$ cat config.mk
export PLATFORM = sky130hd
export DESIGN_NAME = soc_sysid_ext_flat
export DESIGN_NICKNAME = d
export VERILOG_FILES = /design/src/rtl/soc_sysid_ext_if.sv /design/src/rtl/soc_sysid_ext.sv /design/src/flat_wrapper.sv
export SDC_FILE = /design/constraint.sdc
export NUM_CORES = 1
export LEC_CHECK = 0
export BUFFER_PORTS_ARGS = -buffer_cell sky130_fd_sc_hd__buf_2
export CORE_ASPECT_RATIO = 2
export CORE_MARGIN = 1
export CORE_UTILIZATION = 25
export DETAILED_ROUTE_END_ITERATION = 6
export MAX_ROUTING_LAYER = met4
export PLACE_DENSITY = 0.46
export SLEW_MARGIN = 0
export SYNTH_ARGS = -nofsm -noshare
export SYNTH_HDL_FRONTEND = slang
export SYNTH_SLANG_ARGS = --single-unit
$ cat constraint.sdc
create_clock -name clock -period 2.55 [get_ports clock]
set_input_delay 0.6375 -clock clock [delete_from_list [all_inputs] [get_ports clock]]
set_output_delay 0.6375 -clock clock [all_outputs]
set_load 0.03 [all_outputs]
$ cat src/rtl/soc_sysid_ext_if.sv
// Avalon-MM bus bundle for the system-ID peripheral.
//   master: drives address/read/write/writedata, receives readdata/readdatavalid
//   slave : the peripheral side of the same signals
interface soc_sysid_ext_if;
  logic [2:0]  address;
  logic        read;
  logic        write;
  logic [31:0] writedata;
  logic [31:0] readdata;
  logic        readdatavalid;

  modport master (
    output address, read, write, writedata,
    input  readdata, readdatavalid
  );

  modport slave (
    input  address, read, write, writedata,
    output readdata, readdatavalid
  );
endinterface

$ cat src/rtl/soc_sysid_ext.sv
// System-ID peripheral: build identity, 64-bit uptime counter with prescaler,
// control/status and scratch registers on an Avalon-MM slave.
//   clock : system clock, rising edge
//   reset : synchronous active-high reset
//   bus   : Avalon-MM slave (1-cycle read latency, no waitrequest)
//   tick  : one-cycle pulse aligned with each new uptime value
module soc_sysid_ext #(
  parameter logic [31:0] SYSTEM_ID   = 32'h0000_0000,
  parameter logic [31:0] TIMESTAMP   = 32'd1715865134,
  parameter int unsigned TICK_DIV    = 1,
  parameter int unsigned NUM_SCRATCH = 2
) (
  input  logic           clock,
  input  logic           reset,
  soc_sysid_ext_if.slave bus,
  output logic           tick
);

  localparam logic [15:0] DivW  = 16'(TICK_DIV);
  localparam logic [15:0] DivM1 = 16'(TICK_DIV - 1);

  localparam logic [2:0] AddrId     = 3'd0;
  localparam logic [2:0] AddrTstamp = 3'd1;
  localparam logic [2:0] AddrUpLo   = 3'd2;
  localparam logic [2:0] AddrUpHi   = 3'd3;
  localparam logic [2:0] AddrCtrl   = 3'd4;
  localparam logic [2:0] AddrStatus = 3'd5;
  localparam logic [2:0] AddrScr0   = 3'd6;
  localparam logic [2:0] AddrScr1   = 3'd7;

  logic [15:0] pre_q, pre_d;
  logic [63:0] uptime_q, uptime_d;
  logic [31:0] hi_shadow_q, hi_shadow_d;
  logic        freeze_q, freeze_d;
  logic [31:0] scratch_q [2];
  logic [31:0] scratch_d [2];
  logic [31:0] rdata_q, rdata_d;
  logic        rvalid_q, rvalid_d;
  logic        tick_q, tick_d;

  logic        wr_ctrl;
  logic        clear;
  logic        inc;
  logic [31:0] rmux;

  always_comb begin
    wr_ctrl = bus.write && (bus.address == AddrCtrl);
    clear   = wr_ctrl && bus.writedata[0];
    inc     = !freeze_q && (pre_q == DivM1);

    // Clear takes priority over a same-cycle increment.
    pre_d    = pre_q;
    uptime_d = uptime_q;
    if (clear) begin
      pre_d    = '0;
      uptime_d = '0;
    end else if (!freeze_q) begin
      if (inc) begin
        pre_d    = '0;
        uptime_d = uptime_q + 64'd1;
      end else begin
        pre_d = pre_q + 16'd1;
      end
    end
    tick_d   = inc && !clear;
    freeze_d = wr_ctrl ? bus.writedata[1] : freeze_q;

    // Slots beyond NUM_SCRATCH stay at zero and ignore writes.
    for (int i = 0; i < 2; i++) begin
      if (i < int'(NUM_SCRATCH)) begin
        scratch_d[i] = (bus.write && (bus.address == 3'(6 + i))) ? bus.writedata
                                                                  : scratch_q[i];
      end else begin
        scratch_d[i] = '0;
      end
    end
  end

  // Read mux sees pre-write/pre-increment state, so same-cycle writes are not visible.
  always_comb begin
    rmux = '0;
    unique case (bus.address)
      AddrId:     rmux = SYSTEM_ID;
      AddrTstamp: rmux = TIMESTAMP;
      AddrUpLo:   rmux = uptime_q[31:0];
      AddrUpHi:   rmux = hi_shadow_q;
      AddrCtrl:   rmux = '0;
      AddrStatus: rmux = {DivW, 15'd0, freeze_q};
      AddrScr0:   rmux = scratch_q[0];
      AddrScr1:   rmux = scratch_q[1];
      default:    rmux = '0;
    endcase
  end

  always_comb begin
    rdata_d     = bus.read ? rmux : rdata_q;
    rvalid_d    = bus.read;
    hi_shadow_d = (bus.read && (bus.address == AddrUpLo)) ? uptime_q[63:32] : hi_shadow_q;
  end

  always_ff @(posedge clock) begin
    if (reset) begin
      pre_q        <= '0;
      uptime_q     <= '0;
      hi_shadow_q  <= '0;
      freeze_q     <= 1'b0;
      scratch_q[0] <= '0;
      scratch_q[1] <= '0;
      rdata_q      <= '0;
      rvalid_q     <= 1'b0;
      tick_q       <= 1'b0;
    end else begin
      pre_q        <= pre_d;
      uptime_q     <= uptime_d;
      hi_shadow_q  <= hi_shadow_d;
      freeze_q     <= freeze_d;
      scratch_q[0] <= scratch_d[0];
      scratch_q[1] <= scratch_d[1];
      rdata_q      <= rdata_d;
      rvalid_q     <= rvalid_d;
      tick_q       <= tick_d;
    end
  end

  // A response pending into a reset cycle is suppressed immediately.
  assign bus.readdata      = rdata_q;
  assign bus.readdatavalid = rvalid_q && !reset;
  assign tick              = tick_q;

endmodule

$ cat src/flat_wrapper.sv
// flat-port wrapper written by rule: the top's interface ports become plain ports
module soc_sysid_ext_flat 
#(
  parameter logic [31:0] SYSTEM_ID   = 32'h0000_0000,
  parameter logic [31:0] TIMESTAMP   = 32'd1715865134,
  parameter int unsigned TICK_DIV    = 1,
  parameter int unsigned NUM_SCRATCH = 2
)
  (clock, reset, tick, bus_address, bus_read, bus_write, bus_writedata, bus_readdata, bus_readdatavalid);
  soc_sysid_ext_if bus_i ();
  input  logic clock;
  input  logic reset;
  output logic tick;
  input wire logic [$bits(bus_i.address)-1:0] bus_address;
  input wire logic [$bits(bus_i.read)-1:0] bus_read;
  input wire logic [$bits(bus_i.write)-1:0] bus_write;
  input wire logic [$bits(bus_i.writedata)-1:0] bus_writedata;
  output wire logic [$bits(bus_i.readdata)-1:0] bus_readdata;
  output wire logic [$bits(bus_i.readdatavalid)-1:0] bus_readdatavalid;
  assign bus_i.address = bus_address;
  assign bus_i.read = bus_read;
  assign bus_i.write = bus_write;
  assign bus_i.writedata = bus_writedata;
  assign bus_readdata = bus_i.readdata;
  assign bus_readdatavalid = bus_i.readdatavalid;
  soc_sysid_ext #(.SYSTEM_ID(SYSTEM_ID), .TIMESTAMP(TIMESTAMP), .TICK_DIV(TICK_DIV), .NUM_SCRATCH(NUM_SCRATCH)) u_core (.clock(clock), .reset(reset), .bus(bus_i), .tick(tick));
endmodule
==> impl_metrics.tcl <==
set metrics [dict create \
    grt_pass1_wl_mm 48.9 \
    ir_worst_vdd_mv 0.450 \
    layout_setup_ws_ps 116 \
    ys_top_cells_by_area "dfxtp_1 46%, nand2_1 9.7%, a21oi_1 9.7%" \
    io_buffers 72 \
    grt_max_degree 79 \
    endpoint_kind "flop" \
    rows 98 \
    setup_violations 0 \
    avgSynthCellArea_um2 7.99 \
    die_h_um 272 \
    start_kind "flop" \
    drt_pre_antenna_iters 6 \
    pwr-share-clk_pct 46.3 \
    cts_hold_buffers 0 \
    cts_tree "built" \
    pwr-share-comb_pct 6.2 \
    io_pins 73 \
    clk_path_buf_depth 3 \
    synth_warnings 0 \
    drv_slew 0 \
    synthesis.nets 1185 \
    yosysSeqAreaShare_pct 46.3 \
    grt_usage_pct 17.5 \
    power_density_nw_per_um2 627 \
    hold_class "input port to flop" \
    drc 0 \
    nets 1282 \
    status "completed" \
    drtAntennaViolNets 0 \
    antenna_found_initial 0 \
    worst-path-buf-inv 1 \
    crit_type "flop to flop" \
    p_seq_share_pct 47.5 \
    post-route-period-util_pct 95.4 \
    cap_viol_max_count 0 \
    synth_top_area_share_pct 46.3 \
    max_stage_delay_ps 830 \
    cts.clk_slew.worst_paths_ps 70 \
    gr-total-overflow 0 \
    crit_chain "nor4_1 > buf_4 > nand3_1 > or4_2 > or3_1 > a21oi_1" \
    fmax_ghz 0.411 \
    via_per_inst 5.12 \
    path_max_fanout 8 \
    switching_power_mw 1.68 \
    crit_arrival_ps 2890 \
    synthAdderAreaFrac_pct 0.411 \
    p_leak_nw 3.80 \
    gp_congestion 0.834 \
    synth_edf_count 0 \
    synth_cell_types 47 \
    synth_xor_area_share_pct 2.78 \
    grt_pass1_vias 8466 \
    critPathTopFamily "simple AND/OR/NAND/NOR gates" \
    switching_share_pct 23.8 \
    clkSinkCount 211 \
    synth_top_family_by_area "simple AND/OR/NAND/NOR gates" \
    num_vias 8713 \
    required_ps 3010 \
    worst_pin_slew_ps 686 \
    finClkSkew_ps 21.9 \
    cts-root-buf "clkbuf_16" \
    clock_latency_ps 520 \
    synth_compound_area_share_pct 19.4 \
    htreeDepth 1 \
    rsz0062_at_grt "no" \
    die_x_um 137 \
    place_hpwl_mm 22.9 \
    p_int_mw 5.39 \
    routed_wl_mm 31.6 \
    ys_ff_latch 211 \
    synth.area.mux_share_pct 0.809 \
    core_um2 35800 \
    drt_iter0_drc 502 \
    yosysTopAreaCell "dfxtp_1" \
    initial_core_util_pct 25.5 \
    fin_crit_ps 2430 \
    dieArea_um2 37300 \
    syn-instance-count 1143 \
    tns_ps 0 \
    cts-buffers-inserted 21 \
    antenna_cells 0 \
    synth_ff_type "dfxtp_1" \
    netlist_area_um2 9130 \
    ys_async_sr_fraction_pct 0 \
    post-place-ws_ps 45.1 \
    wl_per_cell_um 18.5 \
    drive_above_1_share_pct 16.6 \
    slew_headroom_pct 54.3 \
    critPathSlowestCell "or4_2" \
    areaGrowthSynthToFinish_pct 23.6 \
    finalHoldViolations 0 \
    yosys.area_share.simple_pct 26.2 \
]
==> worst reg2reg max path, cell delays in order (launching register included) <==
cell and delay [ps]:
dfxtp_1 350, nor4_1 310, buf_4 170, nand3_1 170
or4_2 830, or3_1 400, a21oi_1 140
==> synth_stat cells (3+ instances only) <==
| cell | instances |
|---|---|
| a211oi_1 | 5 |
| a21oi_1 | 177 |
| a221o_1 | 8 |
| a221oi_1 | 13 |
| a22oi_1 | 38 |
| and2_1 | 7 |
| and3_1 | 16 |
| and4_1 | 6 |
| buf_1 | 3 |
| buf_2 | 3 |
| clkbuf_1 | 80 |
| dfxtp_1 | 211 |
| ha_1 | 3 |
| inv_1 | 9 |
| mux2i_1 | 4 |
| nand2_1 | 237 |
| nand2b_1 | 6 |
| nand3_1 | 33 |
| nand3b_1 | 4 |
| nand4_1 | 27 |
| nand4b_1 | 5 |
| nor2_1 | 77 |
| nor3_1 | 18 |
| nor4_1 | 8 |
| nor4b_1 | 4 |
| o21a_1 | 7 |
| o21ai_0 | 18 |
| o31ai_1 | 26 |
| or3_1 | 14 |
| or4_1 | 27 |
| xnor2_1 | 16 |
| xor2_1 | 13 |
==> sequential cells by signal, indices dropped and copies added, names as in the netlist <==
name	flops
u_core.scratch_q	64
u_core.uptime_q	64
u_core.bus.readdata	32
u_core.hi_shadow_q	32
u_core.pre_q	16
u_core.freeze_q	1
u_core.rvalid_q	1
u_core.tick	1
==> cell families after synthesis <==
logic type | count (synthesis)
simple gates | 501
fa+ha+maj | 3
xor+xnor | 29
compound gates | 296
flops | 211
buf+inv | 97
mux | 6
==> metal layers <==
| metal | vias to the layer above | part of all wire, % | wire length, µm | track usage, % |
|---|---|---|---|---|
| li1 | 4266 | - | - | - |
| met1 | 4215 | 37 | 11800 | 18.4 |
| met2 | 191 | 56 | 17700 | 32.9 |
| met3 | 41 | 3.3 | 1030 | 1.40 |
| met4 | 0 | 3.4 | 1060 | 6.91 |
| met5 | - | 0 | 0 | - |
==> power groups by stage <==
| stage | logic [mW] | clock network [mW] | registers, mW |
|---|---|---|---|
| floorplan | 0.201 | 0 | 3.47 |
| global placement | 0.440 | 0 | 3.44 |
| detailed placement | 0.442 | 0 | 3.44 |
| CTS | 0.443 | 3.37 | 3.36 |
| global route | 0.475 | 3.49 | 3.37 |
| finish | 0.437 | 3.28 | 3.36 |
==> timing repair <==
action / 4_1_cts / 5_1_grt
pin swaps: 0 / 2
hold endpoints to repair: 0 / 0
setup endpoints to repair: 1 / 8
resized for setup: 1 / 3
buffers inserted: 0 / 0
cloned: 0 / 1
==> cell usage in the layout (no fill, tap or decap), drive strengths merged, types with 2 or more instances in the layout <==
master    netlist  layout
o21a            7       7
xnor2          16      16
a22oi          38      38
a21o            2       2
nand2         237     237
inv             9       9
a221o           8       8
nor3           18      18
bufinv          0       3
clkinvlp        0       3
buf             7     160
clkbuf         80      26
nor4b           4       4
and2            7       7
nand3          33      33
nor2b           2       2
and4            6       6
or3            14      14
o31ai          26      26
nand2b          6       6
nor2           77      77
o21ai          18      18
nand4          28      28
xor2           13      13
a221oi         13      13
mux2i           4       4
and3           16      16
or4            29      30
ha              3       3
a211oi          5       5
a21oi         177     177
and3b           2       2
nand3b          4       4
nor4            8       8
dfxtp         211     211
nand4b          5       5
nor3b           2       2
clkinv          1       5
==> worst paths after layout <==
| path | slack, ps | cells past startpoint | to | from |
|---|---|---|---|---|
| min | 370 | 3 | u_core.scratch_q[0][30]$_SDFFE_PP0P_ | bus_writedata[30] |
| max | 120 | 6 | u_core.uptime_q[35]$_SDFFE_PP0P_ | u_core.pre_q[4]$_SDFFE_PP0N_ |
| min reg2reg | 450 | 2 | u_core.scratch_q[0][47]$_SDFFE_PP0P_ | u_core.scratch_q[0][47]$_SDFFE_PP0P_ |
| max reg2reg | 120 | 6 | u_core.uptime_q[35]$_SDFFE_PP0P_ | u_core.pre_q[4]$_SDFFE_PP0N_ |
==> metrics by stage <==
| stage | util [%] | hold slack [ps] | total power, mW | cells | area (µm²) |
|---|---|---|---|---|---|
| after floorplan | - | 431 | 3.67 | 1143 | 9130 |
| after global placement | 29.4 | 439 | 3.88 | 1666 | 10500 |
| after detailed placement | 29.4 | 446 | 3.88 | 1666 | 10500 |
| after CTS | 31.4 | 347 | 7.18 | 1702 | 11300 |
| after global routing | 31.5 | 367 | 7.33 | 1703 | 11300 |
| final | 31.5 | 366 | 7.08 | 1703 | 11300 |
==> final cells by class <==
cell class              count  area [µm²]
multi-input cells         836        4570
flip-flops and latches    211        4220
clock buffers              26         574
fillers                  3883       24500
repair buffers            160        1170
well taps                 450         563
clock inverters            10         136
inverters                  10        37.5
(Power assumes the default switching activity.)
